### src/rtl/uart_tx_fifo.sv
// Transmit FIFO between the APB register block and the UART transmitter.
// Registered read data, level, full/empty and sticky overflow status.
module uart_tx_fifo #(
  parameter int WIDTH = 8,
  parameter int DEPTH = 16,
  parameter int AW    = 4
) (
  input  logic             CLK,
  input  logic             RESET,
  input  logic             CLEAR,
  input  logic             WE,
  input  logic [WIDTH-1:0] DATA_IN,
  input  logic             RD_N,
  output logic [WIDTH-1:0] DATA_OUT,
  output logic             EMPTY,
  output logic             FULL,
  output logic [AW:0]      LEVEL,
  output logic             OVERFLOW
);

  localparam logic [AW:0] LVL_MAX = (AW+1)'(DEPTH);

  logic [WIDTH-1:0] mem [DEPTH];

  logic [AW-1:0]    wp_q, wp_d;
  logic [AW-1:0]    rp_q, rp_d;
  logic [AW:0]      level_q, level_d;
  logic [WIDTH-1:0] dout_q, dout_d;
  logic             ovf_q, ovf_d;
  logic             empty_q, empty_d;
  logic             full_q, full_d;
  logic             rd_ok, wr_ok, mem_we;

  // Next-state: reset beats clear, clear beats the strobes
  always_comb begin
    wp_d    = wp_q;
    rp_d    = rp_q;
    level_d = level_q;
    dout_d  = dout_q;
    ovf_d   = ovf_q;
    empty_d = empty_q;
    full_d  = full_q;
    rd_ok   = !RD_N && !empty_q;
    wr_ok   = WE && (!full_q || rd_ok);
    mem_we  = 1'b0;
    if (RESET) begin
      wp_d    = '0;
      rp_d    = '0;
      level_d = '0;
      dout_d  = '0;
      ovf_d   = 1'b0;
      empty_d = 1'b1;
      full_d  = 1'b0;
    end else if (CLEAR) begin
      wp_d    = '0;
      rp_d    = '0;
      level_d = '0;
      ovf_d   = 1'b0;
      empty_d = 1'b1;
      full_d  = 1'b0;
    end else begin
      mem_we = wr_ok;
      if (rd_ok) begin
        dout_d = mem[rp_q];
        rp_d   = rp_q + 1'b1;
      end
      if (wr_ok) begin
        wp_d = wp_q + 1'b1;
      end
      if (WE && !wr_ok) begin
        ovf_d = 1'b1;
      end
      if (wr_ok && !rd_ok) begin
        level_d = level_q + 1'b1;
      end else if (rd_ok && !wr_ok) begin
        level_d = level_q - 1'b1;
      end
      empty_d = (level_d == '0);
      full_d  = (level_d == LVL_MAX);
    end
  end

  // Control and status registers
  always_ff @(posedge CLK) begin
    wp_q    <= wp_d;
    rp_q    <= rp_d;
    level_q <= level_d;
    dout_q  <= dout_d;
    ovf_q   <= ovf_d;
    empty_q <= empty_d;
    full_q  <= full_d;
  end

  // Storage array, never reset
  always_ff @(posedge CLK) begin
    if (mem_we) begin
      mem[wp_q] <= DATA_IN;
    end
  end

  assign DATA_OUT = dout_q;
  assign EMPTY    = empty_q;
  assign FULL     = full_q;
  assign LEVEL    = level_q;
  assign OVERFLOW = ovf_q;

endmodule

### config.mk
export PLATFORM = sky130hd
export DESIGN_NAME = uart_tx_fifo
export DESIGN_NICKNAME = d
export VERILOG_FILES = /design/src/rtl/uart_tx_fifo.sv
export SDC_FILE = /design/constraint.sdc
export NUM_CORES = 1
export LEC_CHECK = 0
export ABC_CLOCK_PERIOD_IN_PS = 2400
export BUFFER_PORTS_ARGS = -buffer_cell sky130_fd_sc_hd__buf_4
export CAP_MARGIN = 20
export CORE_ASPECT_RATIO = 1.2
export CORE_UTILIZATION = 55
export CTS_CLUSTER_DIAMETER = 30
export DETAILED_ROUTE_END_ITERATION = 7
export HOLD_SLACK_MARGIN = 0.03
export PLACE_DENSITY_LB_ADDON = 0.3
export SLEW_MARGIN = 25
export SYNTH_ARGS = -nofsm -noshare
export SYNTH_HDL_FRONTEND = slang
export SYNTH_SLANG_ARGS = --single-unit
### constraint.sdc
create_clock -name CLK -period 2.4 [get_ports CLK]
set_input_delay 0.24 -clock CLK [delete_from_list [all_inputs] [get_ports CLK]]
set_output_delay 0.24 -clock CLK [all_outputs]
set_load 0.01 [all_outputs]
# Word-level counts from Yosys, hierarchy flattened

Memories as Yosys holds them, arrays and structs flattened. A register that Yosys moved wholly into a read port is not among the register bits.
Index checks and enable logic that the tools add are counted.

Flip-flop bits (word level): 16
Latch bits: 0
Memory bits (writable): 128
Bits in read-only memories: 0
Input port bits: 13
Output and inout bits: 16
Logic and storage cells: 35
Memories kept: 1

Memory list:

| memory | depth | width | read ports | clocked after memory_dff | wr ports | line | source |
|---|---|---|---|---|---|---|---|
| mem    | 16    | 8     | 1          | 1                        | 1        | 23   | `logic [WIDTH-1:0] mem [DEPTH];` |

$add $sub $neg: 4
Multipliers: 0
Divide/modulo/power cells: 0
Magnitude comparators: 0
Equal/unequal tests: 1
Shift operators: 0
Mux-type cells: 8
Bitwise gates (word level): 1
Reduce and logical (&&, ||, !) cells: 14

Operators with widths:

| kind                                              | count |
|---|---|
| two-way mux 5 bit                                 | 4 |
| adder 4 x 1 -> 4 bit (second input constant)      | 2 |
| adder 5 x 1 -> 5 bit (second input constant)      | 1 |
| == test 5 bit (second input constant)             | 1 |
| logical AND 1 bit                                 | 5 |
| zero test 1 bit                                   | 5 |
| zero test 5 bit                                   | 1 |
| subtractor 5 x 1 -> 5 bit (second input constant) | 1 |
| two-way mux 1 bit                                 | 4 |
| AND reduction 2 bit                               | 1 |
| OR reduction 2 bit                                | 1 |
| logical OR 1 bit                                  | 1 |
| inverter 1 bit                                    | 1 |

# Longest topological paths before layout

Gate-level depths: netlist of the first run.

Word-level depth: 11
Depth in mapped cells: 7
Mapped depth without buffers: 7

# Least setup slack after synthesis of the first run

No wires, ideal clock.

Kind: in2reg
Start point: input port RESET
End point: memory mem[0][0], enable pin
Setup time: 0.383 ns
Arrival time: 1.684 ns
Data required time: 2.017 ns
Path slack: 0.332 ns
Stages: 5
Buffers on the path: 1
Cell sequence: clkbuf_1 -> or2_2 -> nor2_1 -> nand2_1 -> nor3_1

Longest elaborated chain between the ends: 3

RTL lines:

| element                                 | line | source |
|---|---|---|
| from (decl)                             | 9    | `input logic RESET,` |
| two-way mux 1 bit                       | 46   | `if (RESET) begin` |
| two-way mux 1 bit                       | 96   | `if (mem_we) begin` |
| two-way mux 1 bit (implied by the code) | 97   | `mem[wp_q] <= DATA_IN;` |
| to (decl)                               | 23   |  |

No other way between the ends.

==> results of run 1 <==
worst max path at each step:
stage | endpoint | depth (start not counted) | slack [ns] | start
6_report | DATA_OUT[3] | 6 | 0.46 | rp_q[0]
5_1_grt | mem[2][6] | 6 | 0.30 | EMPTY
4_1_cts | DATA_OUT[6] | 6 | 0.46 | rp_q[0]
3_5_place_dp | mem[2][6] | 6 | 0.45 | RESET
3_3_place_gp | mem[1][5] | 6 | 0.50 | RESET
2_1_floorplan | mem[0][0] | 5 | 0.33 | RESET
Yosys cell counts (all sizes together) (5+ instances only):
cell type	count	area share [%]
dfxtp	24	8.0
nand2	12	0.75
edfxtp	128	64
xor2	5	0.73
ha	7	1.5
nor2	35	2.2
clkbuf	8	0.50
a22oi	16	2.0
buf	10	0.94
nor3	6	0.69
a21oi	19	1.6
mux4	32	12
flip-flops by register name (all words and copies together) (netlist names):
register	cells
mem	128
rp_q	4
wp_q	4
LEVEL	5
DATA_OUT	8
OVERFLOW	1
EMPTY	1
FULL	1
layer usage:
metal / GRT usage [%] / vias to the layer above / wire, um
met5: 0 / - / 0
met4: 8.86 / 0 / 208
met3: 5.75 / 16 / 605
met2: 38.2 / 93 / 6140
met1: 29.9 / 1619 / 4950
li1: - / 1447 / -
critical path: cells and delay by family (launching register included):
family / cells / cell delay [ns]
AOI/OAI and AO/OA: 3 / 0.57
buffers and inverters: 1 / 0.24
DFF: 1 / 0.41
muxes: 1 / 0.54
and+or+nand+nor: 1 / 0.05
stage by stage:
step / worst slack (ns) / area (sq um)
4_1_cts: 0.464 / 7030
5_1_grt: 0.300 / 7030
2_1_floorplan: 0.332 / 5980
6_report: 0.457 / 7030
3_3_place_gp: 0.496 / 6460
3_5_place_dp: 0.449 / 6460
cell families after synthesis:
kind of cell | share of synthesized area (%)
flip-flops | 72.3
AND/OR/NAND/NOR | 6.27
adder cells (fa/ha/maj) | 1.46
XOR/XNOR | 1.32
buffers and inverters | 1.69
multiplexers | 12.6
AO/OA/AOI/OAI | 4.37
report_power, final:
part | internal [W] | switching [W] | leakage (nW)
Combinational | 0.0000663 | 0.0000944 | 0.706
Clock | 0.00145 | 0.00110 | 0.266
Sequential | 0.00287 | 0.0000124 | 1.35
Total | 0.00439 | 0.00120 | 2.32
layout make-up:
class | count | share of cell area [%]
clock buffers | 18 | 6.11
inverters | 4 | 0.214
clock inverters | 14 | 2.01
well taps | 129 | 2.30
repair buffers | 50 | 5.70
multi-input cells | 167 | 22.1
flip-flops and latches | 152 | 61.5
==> metrics, run 1 <==
status=complete, no violations; crit path DAT=between 2 and 2.5 ns; Post-CTS Resized=0; Syn. warnings=0; post-synthesis sequential area ratio=72.3%; Final HPWL DP=7640 um; first-pass GRT wire length=approximately 19000 um; Netlist cell types=36; drt first pass iters=4; dominant synthesized flop cell=edfxtp_1; Final Critical Period=~1.9 ns; Mapped Avg Cell Area=17.5 sq um; final hold vios=0; Cell Area, Synth=about 6000 sq um; routability cong.=around 0.87; Pwr Density=around 800 nW/um^2; Detailed Route WL=11900 um; crit path max fanout=24; most common cell after layout, fill and taps aside=edfxtp_1; postcts setup bufs=0; min-delay worst type=in -> reg; DR WL/cell=22.3 um; antenna violations before repair=0; die width=97.2 um; fin nets=between 400 and 500; CTS root buffer=clkbuf_16; Routed Antenna Nets=0; H-tree depth=4; worst vdd ir=0.539 mV; Port Buffers=28; hold buffer count at cts=0; vias=3175; RR Endpoint=DATA_OUT[3]; drt via density=5.95; die height=116 um; max-cap viol count=0; hold path cells=2; CP Class=reg -> reg; hold path start=RESET; startpoint types=register; EDFF count, synth=about 130; Final Skew=0.00958 ns; Num CTS Buffers=17; Crit. End Element=register; Clk Latency, worst-skew pair=0.42 ns; worst r2r path cells=6; CP Data Required Time=2.71 ns; Final Util=around two thirds; Max Root-Sink Buffers=2; number of global-route vias before repair=approximately 3200; clk sinks=152; most numerous cell on the critical path=a21oi_1; Pwr Total=0.00559 W; Max Slew Vio Count=0; Largest stage delay, worst path=0.54 ns; fmax=515 MHz; placed cells=502; Syn Inst Count=341; pin count of the biggest net entering global routing=36; final hold slack=around 0.075 ns; fillers=711; syn nets=361; RSZ-0062 raised after global routing=no; Reg2Reg Setup Slack=0.46 ns; drt first-iter violations=215; Die ar.=~11000 sq um; commonest cells after routing, fill and taps aside=edfxtp_1 (128), buf_4 (48), nor2_1 (35), mux4_2 (32), dfxtp_1 (23); Core Area=between 10000 and 15000 sq um; Synth Register Bits=152; Async S/R FF share, synth=0%; drt drc=0; Initial Utilization=56.6%; Top Ports=29; gr ovfl total=0; setup TNS=0 ns; layout cells sized above 1=30.1%; ANT cells=0; Max-slew headroom=52.7%; fraction of the cycle the final worst path needs=80.9%; clk slew on worst S/H paths=0.07 ns; area occupied by multi-input gates=1560 sq um; slowest CP cell=mux4_2; leakage power=~2.3 nW; FP Rows=41; final cell count without fillers=534; final setup violation count=0; Worst-Margin Slew=0.708 ns; gr usage total=23.0%; critical path, cell by cell=buf_12, mux4_2, a22oi_1, a21oi_1, a21oi_1, nor2_1; register area=4330 sq um; CTS tree=yes; Critical R2R Launch=rp_q[0]; P&R area growth vs syn=17.5%; Hold Path Sink=DATA_OUT[0]
Power figures use the tool's default switching activity.
==> inputs of run 2 (changes only) <==
Settings changed: ABC_AREA from default to 1, ABC_CLOCK_PERIOD_IN_PS 2400 to 1820.
Clock period 2.4 ns to 1.82 ns, I/O delays scaled along.
==> run 2 against run 1 <==
Effect of this change:
- combinational power grew 110%
- sequential power grew 32%
- utilization shrank 1.3 points
- register-to-register slack lost 0.32 ns
- global-route usage grew 2.9 points
- non-clock buffer count grew 4
- sequential cell count is the same
- critical path depth is the same
- sequential share of layout area shrank 4.2 points
- synthesized cell count grew 86%
- critical path type unchanged
==> metrics, run 2 <==
status=complete, no violations; Die ar.=about 12000 sq um; clk sinks=152; final hold slack=0.0950 ns; combinational share of power=under 10%; most common cell after layout, fill and taps aside=nand2_1; post-synthesis sequential area ratio=66.1%; Synth top area share=58.8%; drt via density=5.54; part of the power in registers=between 50% and 60%; Top Ports=29; count leader, synth=nand2_1; ANT cells=0; CTS tree=yes; DR WL/cell=17.2 um; die height=121 um; Final Util=65.2%; placed cell area=between 6000 and 7000 sq um; Worst-Margin Slew=0.523 ns; drt first-iter violations=507; fraction of the cycle the final worst path needs=92.5%; main area contributors after synthesis=edfxtp_1 (59%), nand2_1 (9.3%), dfxtp_1 (7.3%), nand3_1 (5.7%), nor2_1 (4.5%); Port Buffers=28; Netlist cell types=31; Pwr Density=984 nW/um^2; fmax=between 500 and 600 MHz; pin count of the biggest net entering global routing=55; final setup violation count=0; crit path max fanout=8; fin nets=roughly 700; number of global-route vias before repair=4581; CP Class=reg -> reg; post-place setup slack=0.184 ns; max reg flops=around 130; P&R area growth vs syn=15.3%; min-delay worst type=in -> reg; Cell Area, Synth=about 6500 sq um; layout cells sized above 1=14.9%; clk slew on worst S/H paths=0.06 ns; Crit. End Element=register; Synth area leader=edfxtp_1; Max-slew headroom=64.9%; Syn Inst Count=634; Max Slew Vio Count=0; Num CTS Buffers=17; Largest Register=mem; Mapped Avg Cell Area=10.3 sq um; Final HPWL DP=9510 um; clock power share=44.1%; Int Pwr=between 0.005 and 0.006 W; P_sw=approximately 0.0016 W; Initial Utilization=56.5%; EDFF count, synth=128; routability cong.=about 0.9; Clk Latency, worst-skew pair=around 0.41 ns; commonest cells after routing, fill and taps aside=nand2_1 (162), edfxtp_1 (128), nor2_1 (78), nand3_1 (74), inv_1 (54); gr ovfl total=0; crit path DAT=between 1.5 and 2 ns; CP Data Required Time=1.94 ns; Final Skew=0.00781 ns; RSZ-0062 raised after global routing=no; gr usage total=26.0%; hold buffer count at cts=0; dominant synthesized flop cell=edfxtp_1; Syn. warnings=0; Routed Antenna Nets=0; H-tree depth=4; Net Sw Frac=21.6%; Post-CTS Resized=0; vias=around 4700; drt drc=0; max-cap viol count=0; drt first pass iters=6; Pwr Total=around 0.0074 W; Max Root-Sink Buffers=2; Synth top cells by count=nand2_1 (162), edfxtp_1 (128), nor2_1 (78); postcts setup bufs=0; leakage power=around 3.0 nW; Design Area, Final=7540 sq um; startpoint types=register; die width=102 um; FP Rows=43; worst vdd ir=0.644 mV; Synth Register Bits=~150; Final WS setup=0.136 ns; Detailed Route WL=14600 um; Final Critical Period=1.68 ns; CTS root buffer=clkbuf_16; Reg2Reg Setup Slack=roughly 0.14 ns; Worst Setup SP=EMPTY; Async S/R FF share, synth=0%; syn nets=654; antenna violations before repair=0; Critical R2R Launch=EMPTY; first-pass GRT wire length=between 20000 and 25000 um; final hold vios=0; Core Area=between 10000 and 15000 sq um; hold path start=RESET
## run 2: cell count changes in the layout (fill, tap and decap cells not counted), sizes merged, moves of 16 or more
cell	before	now
nand3	0	75
nor2	35	82
inv	9	66
a22oi	16	0
mux4	32	0
nand2	12	164
o21ai	2	31
## run 2: worst paths after layout
path / endpoint / cells after the start
max reg2reg: mem[5][6] / 6
max: mem[5][6] / 6
min: DATA_OUT[7] / 4
min reg2reg: OVERFLOW / 1
## run 2: power by group through the flow
stage	clock network (W)	registers, W	logic, W
final	0.00327	0.00381	0.000340
after global routing	0.00345	0.00381	0.000376
after CTS	0.00331	0.00381	0.000338
after detailed placement	0	0.00388	0.000336
after global placement	0	0.00388	0.000329
after floorplan	0	0.00389	0.000181
## run 2: cell families (layout without fill, tap and decap cells)
family / Yosys count / in the layout / synth area share [%]
buffers and inverters: 90 / 148 / 6.35
AO/OA/AOI/OAI: 50 / 50 / 4.46
flip-flops: 152 / 152 / 66.1
adder cells (fa/ha/maj): 7 / 7 / 1.34
XOR/XNOR: 2 / 2 / 0.268
AND/OR/NAND/NOR: 333 / 333 / 21.5
## run 2: worst max-delay path, cell delays in order (launching register included)
cell and delay, ns:
dfxtp_1 0.35, nor2_4 0.18, o21ai_2 0.11, nor2_1 0.16, inv_1 0.14, nor3_1 0.23
buf_4 0.23
## run 2: through the flow
stage / cells / TNS (ns)
after global routing: 849 / 0
after floorplan: 634 / -0.588
after CTS: 849 / 0
after detailed placement: 817 / 0
after global placement: 817 / 0
final: 849 / 0
## run 2: area by class of cell
class,count,area (sq um)
well taps,157,196
repair buffers,54,418
inverters,62,235
multi-input cells,392,1800
clock inverters,12,87.6
flip-flops and latches,152,4330
clock buffers,20,479
fillers,876,4030
## run 2: routing by layer
| layer | vias to the layer above | GRT usage [%] | routed length, um |
|---|---|---|---|
| met1 | 2202 | 32.9 | 5700 |
| met4 | 0 | 16.5 | 671 |
| met2 | 233 | 40.2 | 6930 |
| met5 | - | 0 | 0 |
| met3 | 57 | 5.65 | 1330 |
| li1 | 2211 | - | - |
==> inputs of run 3 (changes only) <==
Settings changed: CTS_BUF_LIST from default to sky130_fd_sc_hd__clkbuf_4, PLACE_DENSITY_LB_ADDON 0.3 to 0.15, SLEW_MARGIN 25 to 20.
==> run 3 against run 2 <==
Effect of this change:
- clock-buffer cell count down 2
- register-to-register slack about the same
- sequential cell count unchanged
- highest routed layer unchanged
- clock skew up 0.012 ns
==> metrics, run 3 (synthesized netlist as in run 2, its figures left out) <==
antenna violations before repair=1; CTS root buffer=clkbuf_4; Post-CTS Resized=0; Max-slew headroom=61.2%; Detailed Route WL=~15000 um; drt first-iter violations=359; Final HPWL DP=9530 um; crit path capture=mem[12][7]; critical path, cell by cell=nor2_4, o21ai_2, nor2_1, nand2_1, nor2_1, buf_4; FP Rows=43; final hold slack=0.485 ns; CTS tree=yes; final cell count without fillers=862; setup TNS=0 ns; CP Class=reg -> reg; number of global-route vias before repair=4364; first-pass GRT wire length=23100 um; Num CTS Buffers=17; DR WL/cell=16.9 um; die height=121 um; fraction of the cycle the final worst path needs=93.0%; crit path max fanout=8; Worst Setup SP=EMPTY; routability cong.=between 0.8 and 0.9; slowest CP cell=dfxtp_1; Max Slew Vio Count=0; drt first pass iters=5; startpoint types=register; Routed Antenna Nets=0; P&R area growth vs syn=13.9%; critical path depth=6; delay-heaviest family, CP=simple AND/OR/NAND/NOR gates; Reg2Reg Setup Slack=between 0.1 and 0.15 ns; Worst-Margin Slew=between 0.5 and 0.6 ns; most numerous cell on the critical path=nor2_1; commonest cells after routing, fill and taps aside=nand2_1 (162), edfxtp_1 (128), nor2_1 (78), nand3_1 (74), inv_1 (54); drt drc=0; drt via density=5.29; CP Data Required Time=about 2.1 ns; Final Util=64.4%; min-delay worst type=reg -> reg; final setup violation count=0; fmax=591 MHz; layout cells sized above 1=14.5%; Crit. End Element=register; H-tree depth=4; worst vdd ir=0.500 mV; Largest stage delay, worst path=roughly 0.37 ns; Die ar.=about 12000 sq um; pin count of the biggest net entering global routing=51; most common cell after layout, fill and taps aside=nand2_1; Initial Utilization=a little under three fifths; gr usage total=a little over a quarter; clk sinks=about 150; Buf/Inv on CP=1; Top Ports=29; RSZ-0062 raised after global routing=yes; max reg flops=128; final hold vios=0; Pwr Density=a little under 900 nW/um^2; Critical R2R Launch=EMPTY; status=complete, no violations; Port Buffers=28; Largest Register=mem; Max Root-Sink Buffers=2; placed cells=about 800; crit path DAT=1.97 ns; worst r2r path cells=6; vias=4556; leakage power=2.96 nW; RR Endpoint=mem[12][7]; Pwr Total=0.00657 W; Clk Latency, worst-skew pair=0.55 ns; fin nets=just over 700; Core Area=11600 sq um; Final Skew=0.0199 ns; Final Critical Period=1.69 ns; gr ovfl total=0; die width=102 um; clk slew on worst S/H paths=0.13 ns; max-cap viol count=0
run 3: cell types whose count changed in the layout (fill, tap and decap cells not counted), sizes merged:
cell         before  now
inv              66   62
dlygate4sd3       0   12
diode             0    1
clkinvlp          2    3
bufinv            0    5
clkbuf           20   18
run 3: power breakdown:
group,switching (W),internal [W]
clock,0.00117,0.00123
sequential,0.0000176,0.00379
combinational,0.000240,0.000126
total,0.00143,0.00514
run 3: final cells by class:
class                           instances  area [sq um]
Clock inverter                         14           204
Fill cell                             920          4120
Sequential cell                       152          4330
Timing Repair Buffer                   66           551
Antenna cell                            1          2.50
Tap cell                              157           196
Multi-Input combinational cell        392          1800
Inverter                               62           235
Clock buffer                           18           135
run 3: worst min-delay path by stage:
| stage | from | to | slack [ns] | cells past startpoint |
|---|---|---|---|---|
| floorplan | DATA_IN[0] | mem[0][0] | 0.28 | 0 |
| global placement | OVERFLOW | OVERFLOW | 0.45 | 1 |
| detailed placement | OVERFLOW | OVERFLOW | 0.46 | 1 |
| CTS | RESET | DATA_OUT[5] | 0.45 | 5 |
| global route | WE | wp_q[1] | 0.51 | 4 |
| finish | OVERFLOW | OVERFLOW | 0.48 | 1 |
run 3: layer usage:
| metal | up-vias | global-route usage, % | part of all wire [%] |
|---|---|---|---|
| met5 | - | 0 | 0 |
| met4 | 0 | 12.3 | 3.7 |
| met3 | 42 | 6.28 | 7.7 |
| met2 | 181 | 39.5 | 46 |
| met1 | 2101 | 35.5 | 42 |
| li1 | 2232 | - | - |
run 3: per-stage QoR:
step	cell area, sq um	setup slack [ns]
after global placement	6990	0.214
final	7450	0.128
after detailed placement	6990	0.171
after CTS	7450	0.146
after global routing	7450	-0.0467
after floorplan	6540	-0.0184
run 3: repair_timing:
item | 4_1_cts | 5_1_grt
hold endpoints to repair | 141 | 0
hold buffers | 12 | 0
setup endpoints to repair | 0 | 37
setup buffers | 0 | 0
